### src/rtl/cam_pixel_capture.sv
// Camera-side writer: locks to the OV7670-style sync signals, drops the start-up frames,
// pairs bytes into RGB565 pixels and pushes them into the write port of the display FIFO.
module cam_pixel_capture #(
  parameter int H_PIXELS    = 640,
  parameter int V_LINES     = 480,
  parameter int SKIP_FRAMES = 2
) (
  input  logic        clk,
  input  logic        rst_n,
  input  logic        cam_vsync,
  input  logic        cam_href,
  input  logic [7:0]  cam_data,
  input  logic        full_fifo,
  input  logic        err_clr,
  output logic        wr_en,
  output logic [15:0] dout,
  output logic        frame_done,
  output logic        overflow,
  output logic        line_err,
  output logic        frame_err
);

  localparam int PW = $clog2(H_PIXELS + 1);
  localparam int LW = $clog2(V_LINES + 2);
  localparam int SW = $clog2(SKIP_FRAMES + 2);
  localparam logic [PW-1:0] PIX_MAX  = PW'(H_PIXELS);
  localparam logic [LW-1:0] LINE_MAX = LW'(V_LINES);
  localparam logic [LW-1:0] LINE_SAT = LW'(V_LINES + 1);
  localparam logic [SW-1:0] SKIP_MAX = SW'(SKIP_FRAMES);

  typedef enum logic [1:0] {
    S_SYNC       = 2'd0,
    S_SKIP       = 2'd1,
    S_WAIT_START = 2'd2,
    S_CAPTURE    = 2'd3
  } state_t;

  state_t          r_state;
  state_t          w_state_next;
  logic [SW-1:0]   r_skip_cnt;
  logic [PW-1:0]   r_pix_cnt;
  logic [LW-1:0]   r_line_cnt;
  logic            r_byte_sel;
  logic [7:0]      r_byte_hi;
  logic            r_extra;
  logic            r_vs_q;
  logic            r_hr_q;
  logic            r_wr_en;
  logic [15:0]     r_dout;
  logic            r_frame_done;
  logic            r_overflow;
  logic            r_line_err;
  logic            r_frame_err;

  logic w_vs_rise;
  logic w_vs_fall;
  logic w_hr_fall;
  logic w_line_active;
  logic w_pix_room;

  assign w_vs_rise     = cam_vsync & ~r_vs_q;
  assign w_vs_fall     = ~cam_vsync & r_vs_q;
  assign w_hr_fall     = ~cam_href & r_hr_q;
  assign w_line_active = (r_line_cnt < LINE_MAX);
  assign w_pix_room    = (r_pix_cnt < PIX_MAX);

  always_ff @(posedge clk or negedge rst_n) begin
    if (!rst_n) begin
      r_state <= S_SYNC;
    end else begin
      r_state <= w_state_next;
    end
  end

  always_comb begin
    w_state_next = r_state;
    case (r_state)
      S_SYNC:       if (w_vs_rise) w_state_next = S_SKIP;
      S_SKIP:       if (w_vs_rise && (r_skip_cnt == SKIP_MAX)) w_state_next = S_WAIT_START;
      S_WAIT_START: if (w_vs_fall) w_state_next = S_CAPTURE;
      S_CAPTURE:    if (w_vs_rise) w_state_next = S_WAIT_START;
      default:      w_state_next = S_SYNC;
    endcase
  end

  always_ff @(posedge clk or negedge rst_n) begin
    if (!rst_n) begin
      r_skip_cnt   <= '0;
      r_pix_cnt    <= '0;
      r_line_cnt   <= '0;
      r_byte_sel   <= 1'b0;
      r_byte_hi    <= '0;
      r_extra      <= 1'b0;
      r_vs_q       <= 1'b0;
      r_hr_q       <= 1'b0;
      r_wr_en      <= 1'b0;
      r_dout       <= '0;
      r_frame_done <= 1'b0;
      r_overflow   <= 1'b0;
      r_line_err   <= 1'b0;
      r_frame_err  <= 1'b0;
    end else begin
      r_vs_q       <= cam_vsync;
      r_hr_q       <= cam_href;
      r_wr_en      <= 1'b0;
      r_frame_done <= 1'b0;

      // Clear first so that any set below, being the later assignment, takes priority.
      if (err_clr) begin
        r_overflow  <= 1'b0;
        r_line_err  <= 1'b0;
        r_frame_err <= 1'b0;
      end

      if (r_state == S_SYNC && w_vs_rise) begin
        r_skip_cnt <= '0;
      end

      if (r_state == S_SKIP && w_vs_rise && (r_skip_cnt != SKIP_MAX)) begin
        r_skip_cnt <= r_skip_cnt + 1'b1;
      end

      if (r_state == S_WAIT_START && w_vs_fall) begin
        r_pix_cnt  <= '0;
        r_line_cnt <= '0;
        r_byte_sel <= 1'b0;
        r_extra    <= 1'b0;
      end

      if (r_state == S_CAPTURE) begin
        // End of frame takes precedence; a line still open here is judged by the line count only.
        if (w_vs_rise) begin
          r_frame_done <= 1'b1;
          if (r_line_cnt != LINE_MAX) r_frame_err <= 1'b1;
        end else if (cam_href && w_line_active) begin
          if (!w_pix_room) begin
            r_extra <= 1'b1;
          end else if (!r_byte_sel) begin
            r_byte_hi  <= cam_data;
            r_byte_sel <= 1'b1;
          end else begin
            r_byte_sel <= 1'b0;
            r_dout     <= {r_byte_hi, cam_data};
            r_wr_en    <= ~full_fifo;
            if (full_fifo) r_overflow <= 1'b1;
            r_pix_cnt  <= r_pix_cnt + 1'b1;
          end
        end else if (w_hr_fall) begin
          if (w_line_active && ((r_pix_cnt != PIX_MAX) || r_byte_sel || r_extra)) begin
            r_line_err <= 1'b1;
          end
          r_pix_cnt  <= '0;
          r_byte_sel <= 1'b0;
          r_extra    <= 1'b0;
          if (r_line_cnt != LINE_SAT) r_line_cnt <= r_line_cnt + 1'b1;
        end
      end
    end
  end

  assign wr_en      = r_wr_en;
  assign dout       = r_dout;
  assign frame_done = r_frame_done;
  assign overflow   = r_overflow;
  assign line_err   = r_line_err;
  assign frame_err  = r_frame_err;

endmodule
### config.mk
export PLATFORM = sky130hd
export DESIGN_NAME = cam_pixel_capture
export DESIGN_NICKNAME = d
export VERILOG_FILES = /design/src/rtl/cam_pixel_capture.sv
export SDC_FILE = /design/constraint.sdc
export NUM_CORES = 1
export LEC_CHECK = 0
export CAP_MARGIN = 40
export CORE_ASPECT_RATIO = 0.9
export CORE_MARGIN = 2
export CORE_UTILIZATION = 40
export CTS_CLUSTER_SIZE = 25
export DETAILED_ROUTE_END_ITERATION = 8
export GPL_ROUTABILITY_DRIVEN = 0
export SYNTH_ARGS = -nofsm -noshare
export SYNTH_HDL_FRONTEND = slang
export SYNTH_SLANG_ARGS = --single-unit
### constraint.sdc
create_clock -name clk -period 1.6 [get_ports clk]
set_input_delay 0.32 -clock clk [delete_from_list [all_inputs] [get_ports clk]]
set_output_delay 0.32 -clock clk [all_outputs]
set_load 0.01 [all_outputs]
# After elaboration in Yosys (flattened, before gate mapping)
# Index checks and enable logic that the tools add are counted.
# Widths: inputs -> output; s select.
op_classes:
  mux: 57
  n_lt_le_gt_ge: 2
  add_sub_neg: 3
  eq_ne: 12
  bitwise: 9
  reduce_logical: 14
ops:
  columns: ["op", "n"]
  rows:
  - ["$mux 10", 7]
  - ["$mux 9", 6]
  - ["$mux 1", 37]
  - ["$ne 9x9->1 const B", 2]
  - ["$mux 2", 6]
  - ["$add 10x1->10 const B", 1]
  - ["$lt 10x10->1 const B", 1]
  - ["$ne 10x10->1 const B", 1]
  - ["$ne 2x2->1 const B", 5]
  - ["$reduce_and 5->1", 2]
  - ["$add 9x1->9 const B", 1]
  - ["$lt 9x9->1 const B", 1]
  - ["$pmux 2 s4", 1]
  - ["$logic_and 1x1->1", 7]
  - ["$eq 2x2->1 const B", 3]
  - ["$not 1->1", 6]
  - ["$reduce_and 4->1", 1]
  - ["$and 1x1->1", 3]
  - ["$add 2x1->2 const B", 1]
  - ["$eq 2x1->1 const B", 1]
  - ["$logic_not 2->1", 1]
  - ["$logic_or 1x1->1", 2]
  - ["$reduce_bool 2->1", 1]
word_totals:
  regBits: 56
  elab_cells: 112

# Logic depth before layout (Yosys ltp)
# Gate-level depths: netlist of the first run.
depth:
  word_depth: 9
  depth_mapped: 6

# Least setup slack after synthesis of the first run
# No wires, ideal clock.
synth_path:
  path_type: "flip-flop to flip-flop"
  startpoint: "register r_line_cnt[6]"
  endpoint: "register r_dout[10] (netlist: dout[10])"
  t_required_ns: 1.475
  slack_ns: -0.104
  period_less_slack_ns: 1.704
  n_path_buf: 1
  stages_incl_launch_ff: 6
  t_arrival_ns: 1.579
  path_cell_list: "dfrtp_1 > and4_1 > nor4_4 > nand2_4 > buf_6 > mux2_4"
synth_between:
  elab_chain_len: 3
synth_lines:
  columns: ["element", "line_no", "rtl"]
  rows:
  - ["from (decl)", "42", "logic [LW-1:0] r_line_cnt;"]
  - ["from (signal assigned)", "155", "if (r_line_cnt != LINE_SAT) r_line_cnt <= r_line_cnt + 1'b1;"]
  - ["$lt 9x9->1", "64", "assign w_line_active = (r_line_cnt < LINE_MAX);"]
  - ["$logic_and 1x1->1", "135", "end else if (cam_href && w_line_active) begin"]
  - ["$reduce_and 5->1 (no source line)", null, null]
  - ["to (signal assigned)", "143", "r_dout <= {r_byte_hi, cam_data};"]
  - ["to (decl)", "49", "logic [15:0] r_dout;"]
# Every way passes these cells.
# A chain may end at the register's enable or synchronous reset.

# Worst setup path in the final report of the first run
layout_path:
  startpoint: "register r_pix_cnt[6]"
  endpoint: "register r_line_err (netlist: line_err)"
layout_between:
  elab_chain_len: 9
layout_lines:
  columns: ["element", "line_no", "rtl"]
  rows:
  - ["from (decl)", "41", "logic [PW-1:0] r_pix_cnt;"]
  - ["from (signal assigned)", "146", "r_pix_cnt <= r_pix_cnt + 1'b1;"]
  - ["$ne 10x10->1", "149", "if (w_line_active && ((r_pix_cnt != PIX_MAX) || r_byte_sel || r_extra)) begin"]
  - ["$logic_or 1x1->1 (2 in a row)", "149", null]
  - ["$logic_and 1x1->1", "149", null]
  - ["$mux 1", "149", null]
  - ["$mux 1", "148", "end else if (w_hr_fall) begin"]
  - ["$mux 1", "135", null]
  - ["$mux 1", "132", "if (w_vs_rise) begin"]
  - ["$mux 1", "130", "if (r_state == S_CAPTURE) begin"]
  - ["to (signal assigned)", "100", "r_line_err <= 1'b0;"]
  - ["to (signal assigned)", "111", "r_line_err <= 1'b0;"]
  - ["to (signal assigned)", "150", "r_line_err <= 1'b1;"]
  - ["to (decl)", "52", "logic r_line_err;"]
# Every way passes these cells.

==> out/results.ini, run 1 <==
[sta]
setup_ws_ps=-33.71
slew_viol_final=0
finalSetupViolCount=1
post-route-period-util=1.021
fmax_mhz=612.1
tightest_slew_ps=309.6
fin_crit_ps=1634
fin_tns_setup_ps=-33.71
skew_ps=10.49
hold_violations=0
slew_headroom=0.7920
rsz0062_at_grt=true

[global_route]
antenna_found_initial=0
grt_overflow=0
grt_start_max_net_pins=57
grt_pass1_vias=2167
track_usage=0.1819
grt_pass1_wl_microns=10640

[drt]
drc_errors=0
drt_wl_total_microns=6621
vias_per_cell=5.337
via_count=2263
ant_nets=0
drtPass1Iterations=5
wl_per_cell_microns=15.62
drtIter0Drc=142

[power]
powerDensity_mw_per_mm2=1489
ir_worst_vdd_v=0.0008267
p_leak_nw=1.837
design_power_total_mw=5.831

[yosys]
netlist_area_sq_mm=0.002706
syn-num-nets=258
synth_seq_cells=56
syn_avg_cell_area_sq_um=11.37
netlist_instances=238
synth_enable_flop_cells=0
yosysTopAreaCell=dfrtp_1
ys_seq_area_frac=0.5178
synth_ff_type=dfrtp_1
synth_cell_types=47
synth_area_leaders=dfrtp_1, mux2_2, mux2_4
yosys_warnings=0
synth_top_area_share=0.5178
async_reset_ff_frac=1.000

[outcome]
run_status=finished, violations left
violations=setup timing

[placed_design]
dp_hpwl_microns=4440
portBuffers=34
place_ws_ps=-445.1
dp.cells=406

[floorplan]
start_util=0.4131
die_width_microns=90.71
die_y_microns=82.04
io_pins=35
num_rows=28
core_sq_mm=0.006551
fp.dieArea_sq_mm=0.007441

[cts]
cts_made_buffers=5
clkTransAtPathRegs_ps=110
clk_path_buf_depth=2
cts_sinks=56
cts-root-buf=clkbuf_8
clkLatencyLatePin_ps=320
h-tree-depth=2
cts_tree=done

[final_layout]
final_core_util=0.5978
fill_cells=544
nNetsFinal=353
drive_gt1_frac=0.3563
layout_common_cells=dfrtp_1, buf_4, clkdlybuf4s50_1, nand2_1, mux2_4
final_common_cell=dfrtp_1
n_antenna_cell=0
stdcell_count=424
syn_to_final_growth_pct=44.71

[setup_path]
startpoint=r_pix_cnt[6]$_DFF_PN0_
worstPathRequired_ps=1820
worstPathMaxFanout=2
crit_path_top_delay_cell=or4_4
r2r_start=r_pix_cnt[6]$_DFF_PN0_
crit_arrival_ps=1860
end_kind=flop
crit_chain=or4_4 > nor4_4 > nand4_1 > a32o_1
cpPeakStageDelay_ps=550
path_class=reg2reg
critPathLaunchType=flop

[worst_hold_path]
hold_path_class=in2reg
worstHoldStart=cam_href

[job]
drv_cap=0

==> logic make-up after synthesis <==
| kind of cell | synth area share |
|---|---|
| xor gates and xnor gates | 0.003237 |
| DFF | 0.5178 |
| adders and majority gates | 0.02774 |
| AOI/OAI and AO/OA | 0.1234 |
| buffers and inverters | 0.02912 |
| muxes | 0.1285 |
| and+or+nand+nor | 0.1701 |
==> worst max-delay path: cells and delay by family, from the launching register on <==
family	cells	cell delay, ps
simple gates	3	840
flops	1	410
compound gates	1	280
==> synth_stat cells (7+ instances only) <==
cell type	n
dfrtp_1	56
nand2_1	20
mux2_2	18
inv_1	13
o211ai_1	11
nand3_1	10
nand4_1	8
mux2_4	7
nor2_1	7
==> metal layers <==
layer | global-route usage | vias up | wire length [microns]
met5 | 0 | - | 0
met4 | 0.05692 | 0 | 67
met3 | 0.04128 | 4 | 353
met2 | 0.2769 | 55 | 3008
met1 | 0.2596 | 1117 | 3192
li1 | - | 1087 | -
==> through the flow <==
step | hold WS [ps] | instance area [sq um]
final | 345.6 | 3916
after global routing | 360.0 | 3916
after CTS | 337.1 | 3674
after detailed placement | 346.0 | 3532
after global placement | 344.4 | 3532
after floorplan | 24.41 | 2723
==> power breakdown <==
| part | switching (mW) | leakage [nW] | internal (mW) |
|---|---|---|---|
| sequential | 0.393 | 0.703 | 1.92 |
| clock | 0.520 | 0.0452 | 0.321 |
| combinational | 1.13 | 1.09 | 1.55 |
==> area by class of cell <==
class / count / area (sq um) / share of cell area
multi-input combinational: 163 / 1400 / 0.3575
sequential: 56 / 1403 / 0.3581
clock inverter: 3 / 25.02 / 0.006390
timing repair buffer: 93 / 854.6 / 0.2182
tap: 90 / 112.6 / 0.02875
inverter: 14 / 52.55 / 0.01342
clock buffer: 5 / 68.82 / 0.01757
==> registers in the layout (all words and copies together), names as in the netlist <==
name        count
frame_err       1
r_extra         1
r_byte_hi       8
wr_en           1
r_vs_q          1
frame_done      1
dout           16
r_line_cnt      9
r_skip_cnt      2
overflow        1
r_pix_cnt      10
line_err        1
r_byte_sel      1
r_hr_q          1
r_state         2
==> repair_timing <==
action,in CTS,in global routing
hold endpoints to repair,44,0
resized for setup,6,49
pin swaps,6,11
hold buffers,1,0
buffers inserted,4,6
endpoints found under the setup margin,29,47
==> worst paths after layout <==
| check | slack [ps] | depth (start not counted) | to |
|---|---|---|---|
| worst min-delay path | 350 | 1 | r_hr_q$_DFF_PN0_ |
| max in group asynchronous | 820 | 3 | r_byte_sel$_DFF_PN0_ |
| worst max-delay path | -30 | 4 | line_err$_DFF_PN0_ |
| worst max register to register | -30 | 4 | line_err$_DFF_PN0_ |
| min in group asynchronous | 530 | 3 | r_pix_cnt[5]$_DFF_PN0_ |
| worst min register to register | 510 | 1 | line_err$_DFF_PN0_ |
Note: power is estimated with default switching activity, not from simulation.
==> run 2: changes to the inputs <==
--- a/config.mk
+++ b/config.mk
@@ -8,10 +8,12 @@
 export CAP_MARGIN = 40
 export CORE_ASPECT_RATIO = 0.9
 export CORE_MARGIN = 2
-export CORE_UTILIZATION = 40
+export CORE_UTILIZATION = 49
 export CTS_CLUSTER_SIZE = 25
 export DETAILED_ROUTE_END_ITERATION = 8
 export GPL_ROUTABILITY_DRIVEN = 0
+export PLACE_DENSITY = 0.75
+export REMOVE_ABC_BUFFERS = 1
 export SYNTH_ARGS = -nofsm -noshare
 export SYNTH_HDL_FRONTEND = slang
 export SYNTH_SLANG_ARGS = --single-unit
==> out/results.ini, run 2 (synthesized netlist as in run 1, its figures left out) <==
[global_route]
grt_start_max_net_pins=57
grt_pass1_vias=2264
grt_overflow=0
antenna_found_initial=0
grt_pass1_wl_microns=10720
track_usage=0.2306

[final_layout]
largest_reg_flops=16
n_antenna_cell=0
final_cell_area_sq_mm=0.003851
drive_gt1_frac=0.3634
layout_common_cells=dfrtp_1, buf_4, clkdlybuf4s50_1, nand2_1, mux2_2
final_common_cell=dfrtp_1
final_core_util=0.7285
nNetsFinal=352
fill_cells=369
syn_to_final_growth_pct=42.30

[sta]
skew_ps=5.602
setup_ws_ps=-65.95
fmax_mhz=600.3
slew_viol_final=0
tightest_slew_ps=332.0
rsz0062_at_grt=true
hold_violations=0
slew_headroom=0.7768
fin_crit_ps=1666
finalSetupViolCount=1
post-route-period-util=1.041

[power]
pwr-share-clk=0.162
p_leak_nw=1.737
ir_worst_vdd_v=0.001151
sw_frac_of_total=0.3423
design_power_total_mw=5.913
p_sw_mw=2.024
p_seq_frac=0.392
combPwrFrac=0.447
powerDensity_mw_per_mm2=1535
p_int_mw=3.889

[cts]
clk_path_buf_depth=2
cts_made_buffers=5
cts_tree=done
cts_sinks=56
clkLatencyLatePin_ps=310
clkTransAtPathRegs_ps=100
h-tree-depth=2
cts-root-buf=clkbuf_8

[worst_hold_path]
hold_path_class=in2reg
holdPathStages=1

[setup_path]
worstPathMaxFanout=2
crit_path_top_delay_cell=or4_4
crit_arrival_ps=1870
reg2regPathDepth=4
path_class=reg2reg
reg2reg_slack_ps=-70
worstPathRequired_ps=1810
crit_chain=or4_4 > nor4_2 > nand4_1 > a32o_1
end_kind=flop
critPathLaunchType=flop
cpPeakStageDelay_ps=540

[floorplan]
start_util=0.5120
fp.dieArea_sq_mm=0.006134
core_sq_mm=0.005286
die_y_microns=74.51
num_rows=25
die_width_microns=82.34
io_pins=35

[outcome]
run_status=finished, violations left
violations=setup timing

[drt]
vias_per_cell=5.780
drtPass1Iterations=4
via_count=2312
drt_wl_total_microns=6732
ant_nets=0
drc_errors=0
wl_per_cell_microns=16.83
drtIter0Drc=113

[placed_design]
portBuffers=34
dp_hpwl_microns=4537
placed_cell_area_sq_mm=0.003480

[job]
drv_cap=0

-- run 2: cell count changes in the layout (fill, tap and decap cells not counted), sizes merged --
| cell | before | now |
|---|---|---|
| buf | 59 | 56 |
| dlymetal6s2s | 7 | 2 |
| nand2 | 22 | 24 |
| inv | 16 | 15 |
| bufinv | 0 | 1 |
| clkdlybuf4s50 | 24 | 29 |
-- run 2: worst paths after layout --
| path | from | endpoint |
|---|---|---|
| max | r_pix_cnt[6]$_DFF_PN0_ | line_err$_DFF_PN0_ |
| min in group asynchronous | rst_n | r_pix_cnt[3]$_DFF_PN0_ |
| max in group asynchronous | rst_n | r_state[1]$_DFFE_PN0P_ |
| max reg2reg | r_pix_cnt[6]$_DFF_PN0_ | line_err$_DFF_PN0_ |
| min reg2reg | r_byte_hi[0]$_DFFE_PN0P_ | dout[8]$_DFFE_PN0P_ |
| min | cam_href | r_hr_q$_DFF_PN0_ |
-- run 2: area by class of cell --
cell class / count / area (sq um) / share of cell area
Timing Repair Buffer: 90 / 795.8 / 0.2066
Tap cell: 67 / 83.83 / 0.02177
Clock inverter: 3 / 46.29 / 0.01202
Sequential cell: 56 / 1404 / 0.3645
Inverter: 14 / 52.55 / 0.01365
Clock buffer: 5 / 68.82 / 0.01787
Multi-Input combinational cell: 165 / 1400 / 0.3635
-- run 2: power groups by stage --
| stage | Combinational, mW | Clock, mW | Sequential (mW) |
|---|---|---|---|
| 6_report | 2.64 | 0.957 | 2.32 |
| 5_1_grt | 2.85 | 1.02 | 2.38 |
| 4_1_cts | 2.54 | 0.972 | 2.30 |
| 3_5_place_dp | 2.34 | 0 | 2.32 |
| 3_3_place_gp | 2.26 | 0 | 2.29 |
| 2_1_floorplan | 1.07 | 0 | 2.39 |
-- run 2: critical path, delay by kind of cell, from the launching register on --
kind	cells	cell delay, ps
AND/OR/NAND/NOR	3	880
flip-flops	1	390
AO/OA/AOI/OAI	1	300
-- run 2: layer usage --
layer	wire [microns]	up-vias	global-route usage
met2	3369	52	0.3844
met1	3050	1158	0.3136
met5	0	-	0
met3	253	8	0.04854
li1	-	1094	-
met4	58	0	0.04630
-- run 2: per-stage QoR --
stage	hold slack [ps]	setup slack [ps]	std cells	TNS, ps
after global routing	383.5	-99.85	400	-245.1
final	393.5	-65.95	400	-65.95
after CTS	382.5	-69.58	397	-69.58
after detailed placement	343.3	-486.9	383	-20250
after global placement	340.0	-473.0	383	-19530
after floorplan	24.41	-132.8	233	-1003
-- run 2: repair_timing --
action,in CTS,in global routing
hold buffers,1,0
gates cloned,2,0
hold endpoints to repair,5,0
buffers inserted,4,3
resized for setup,22,25
pin swaps,5,4
setup endpoints to repair,41,47
==> patch, RTL diff (flow settings as in run 2) <==
Set the parameter `V_LINES` to 240 (it was 480).
--- a/src/rtl/cam_pixel_capture.sv
+++ b/src/rtl/cam_pixel_capture.sv
@@ -4,3 +4,3 @@
   parameter int H_PIXELS    = 640,
-  parameter int V_LINES     = 480,
+  parameter int V_LINES     = 240,
   parameter int SKIP_FRAMES = 2
Check against the original RTL: no difference found for any inputs over 10 cycles, from zero or initial values and one cycle with rst_n low; that may be too few to reach the edited logic, so the function may still have changed.
==> patch against run 2 <==
- the flow still finishes with violations (negative setup slack)
- clock skew grew 0.0058 ns
- power is 19% lower
- utilization is 0.15 points lower
- cell area shrank 7.6%
- sequential cell count fell by 1
- sequential power shrank 9.5%
- setup slack worse by 0.026 ns
- critical path depth up 1
- routed wire length decreased by 12%
- maximum frequency decreased by 1.5%
- via count decreased by 5.4%
- area after synthesis down 6.7%
- largest power group is now registers
==> patch: results (changes against run 2) <==
Status
  – Outcome: complete, but fails checks
  – Failing checks: negative setup slack

Timing
  – Skew final: 0.0114 ns (+0.00580 ns)
  – Setup ws final: -0.0916 ns (-0.0257 ns)
  – Setup violators final: 12 (+11)
  – Slew @ Worst Pin: 0.376 ns (+0.0443 ns)
  – Fin Setup TNS: -0.750 ns (-0.684 ns)

Global routing
  – Largest net degree at the start of global routing: 56 (-1.8%)
  – GRT Total Usage: 20.9% (-2.2 points)
  – Global-route wire length before repair: 9250 µm (-14%)
  – Number of global-route vias before repair: 2,056 (-9.2%)

Clock network
  – H-tree Lvls: 2 (unchanged)
  – CTS root buf: clkbuf_8
  – Clock Latency Late Sink: roughly 0.32 ns
  – Clk slew on worst S/H paths: 0.10 ns (about the same)
  – Total CTS buffers: 5 (unchanged)
  – Maximum clock path buffer count: 2 (unchanged)

Final layout
  – Nets: 362 (+2.8%)
  – Final std cells w/o fill: 408 (+2.0%)
  – Max reg flops: 16 (unchanged)
  – ANT cells: 0 (unchanged)
  – Ratio of cells with drive above 1 in the final layout: 26.5% (-9.8 points)

Synth
  – Multiplexer share of the synthesized area: 5.16% (-7.7 points)
  – Primary FF master, synth: dfrtp_1
  – Share of the synthesized area in the top cell type: 54.5% (+2.8 points)
  – Compound-Gate Fraction of Synth Area: 11.6% (-0.79 points)
  – Sequential area share after synthesis: 54.5% (+2.8 points)
  – Post-Syn Area per Cell: 9.71 µm² (-15%)
  – Xor/xnor share of the synthesized area: 0% (-0.32 points)
  – Synthesis Warnings: 0 (unchanged)
  – Most frequent cells after synthesis: nand2_1 (65), dfrtp_1 (55), nand3_1 (14)
  – Dominant cells by area after synthesis: dfrtp_1 (55%), nand2_1 (9.7%), mux2_2 (3.1%)
  – Synth cell types: 39 (-17%)
  – Post-Synth Adder-Cell Area: 2.97% (+0.20 points)

Drt
  – Wire per inst: 14.4 µm (-14%)
  – Starting DRT DRC Count: 182 (+61%)
  – DR vias: 2,188 (-5.4%)
  – Drt first pass iters: 4 (unchanged)
  – Post-DRT Antenna Nets: 0 (unchanged)

Power
  – Max VDD drop: 0.000660 V (-43%)
  – Switching Share: 33.8% (-0.47 points)
  – Cell leakage power: 1.71 nW (-1.5%)

Placed design
  – Cell Area, Placed: 3220 µm² (-7.4%)
  – Worst slack, placed: -0.600 ns (-0.113 ns)
  – Detailed Place HPWL: 3980 µm (-12%)
  – Inst Count DP: 390 (+1.8%)
  – Port bufs: 34 (unchanged)

Setup path
  – Crit-path max cell delay: 0.51 ns (-0.03 ns)
  – Crit path DAT: 1.95 ns (+0.08 ns)
  – Critical-path top delay cell: or4_1
  – Biggest fanout along the worst timing path: 3 (+1)

Worst hold path
  – Worst Hold Class: in2reg
==> patch: changes by cell type in the layout (fill, tap and decap cells not counted), moves of 4 or more <==
cell | run 2 | this run
nand2_1 | 20 | 63
buf_4 | 48 | 38
mux2_2 | 17 | 7
o211ai_1 | 11 | 1
mux2_4 | 8 | 1
a21oi_1 | 2 | 6
a31oi_1 | 2 | 6
buf_6 | 6 | 10
inv_1 | 13 | 9
nand4_1 | 8 | 4
==> patch: routing by layer <==
layer	wire, µm	track usage (%)	vias to the layer above	part of all wire (%)
met4	92	8.05	0	1.6
met1	2740	28.7	1043	47
met3	275	4.10	11	4.7
met2	2780	33.1	71	47
li1	-	-	1063	-
met5	0	0	-	0
==> patch: worst paths after layout <==
check                      depth (start not counted)                startpoint  slack [ns]                       end
setup reg to reg                                   5   r_line_cnt[5]$_DFF_PN0_       -0.09    r_pix_cnt[8]$_DFF_PN0_
hold / removal                                     1                 cam_vsync        0.27          r_vs_q$_DFF_PN0_
min in group asynchronous                          3                     rst_n        0.52          r_hr_q$_DFF_PN0_
hold reg to reg                                    2  r_byte_hi[5]$_DFFE_PN0P_        0.46      dout[13]$_DFFE_PN0P_
setup / recovery                                   5   r_line_cnt[5]$_DFF_PN0_       -0.09    r_pix_cnt[8]$_DFF_PN0_
max in group asynchronous                          3                     rst_n        0.82  r_byte_hi[5]$_DFFE_PN0P_
==> patch: cell type report <==
class	instances	area [µm²]
Sequential cell	55	1380
Fill cell	339	1340
Multi-Input combinational cell	186	1190
Timing Repair Buffer	85	786
Tap cell	65	81.3
Clock buffer	5	68.8
Inverter	9	33.8
Clock inverter	3	23.8
==> patch: repair_timing <==
item / CTS / global route
endpoints found under the setup margin: 40 / 45
hold endpoints to repair: 28 / 0
pin swaps: 14 / 10
setup buffers: 6 / 3
resized for setup: 20 / 30
hold buffers: 1 / 0
==> patch: kinds of logic (layout without fill, tap and decap cells) <==
logic type / count (synthesis) / count (layout)
AOI/OAI and AO/OA: 44 / 44
and+or+nand+nor: 124 / 124
buffers and inverters: 19 / 102
adders and majority gates: 6 / 6
DFF: 55 / 55
muxes: 12 / 12
==> patch: power groups by stage <==
stage	registers [mW]	clock network, mW	logic [mW]
after floorplan	2.20	0	0.741
after global placement	2.09	0	1.69
after detailed placement	2.10	0	1.73
after CTS	2.09	0.816	1.83
after global routing	2.14	0.871	2.09
final	2.10	0.794	1.90
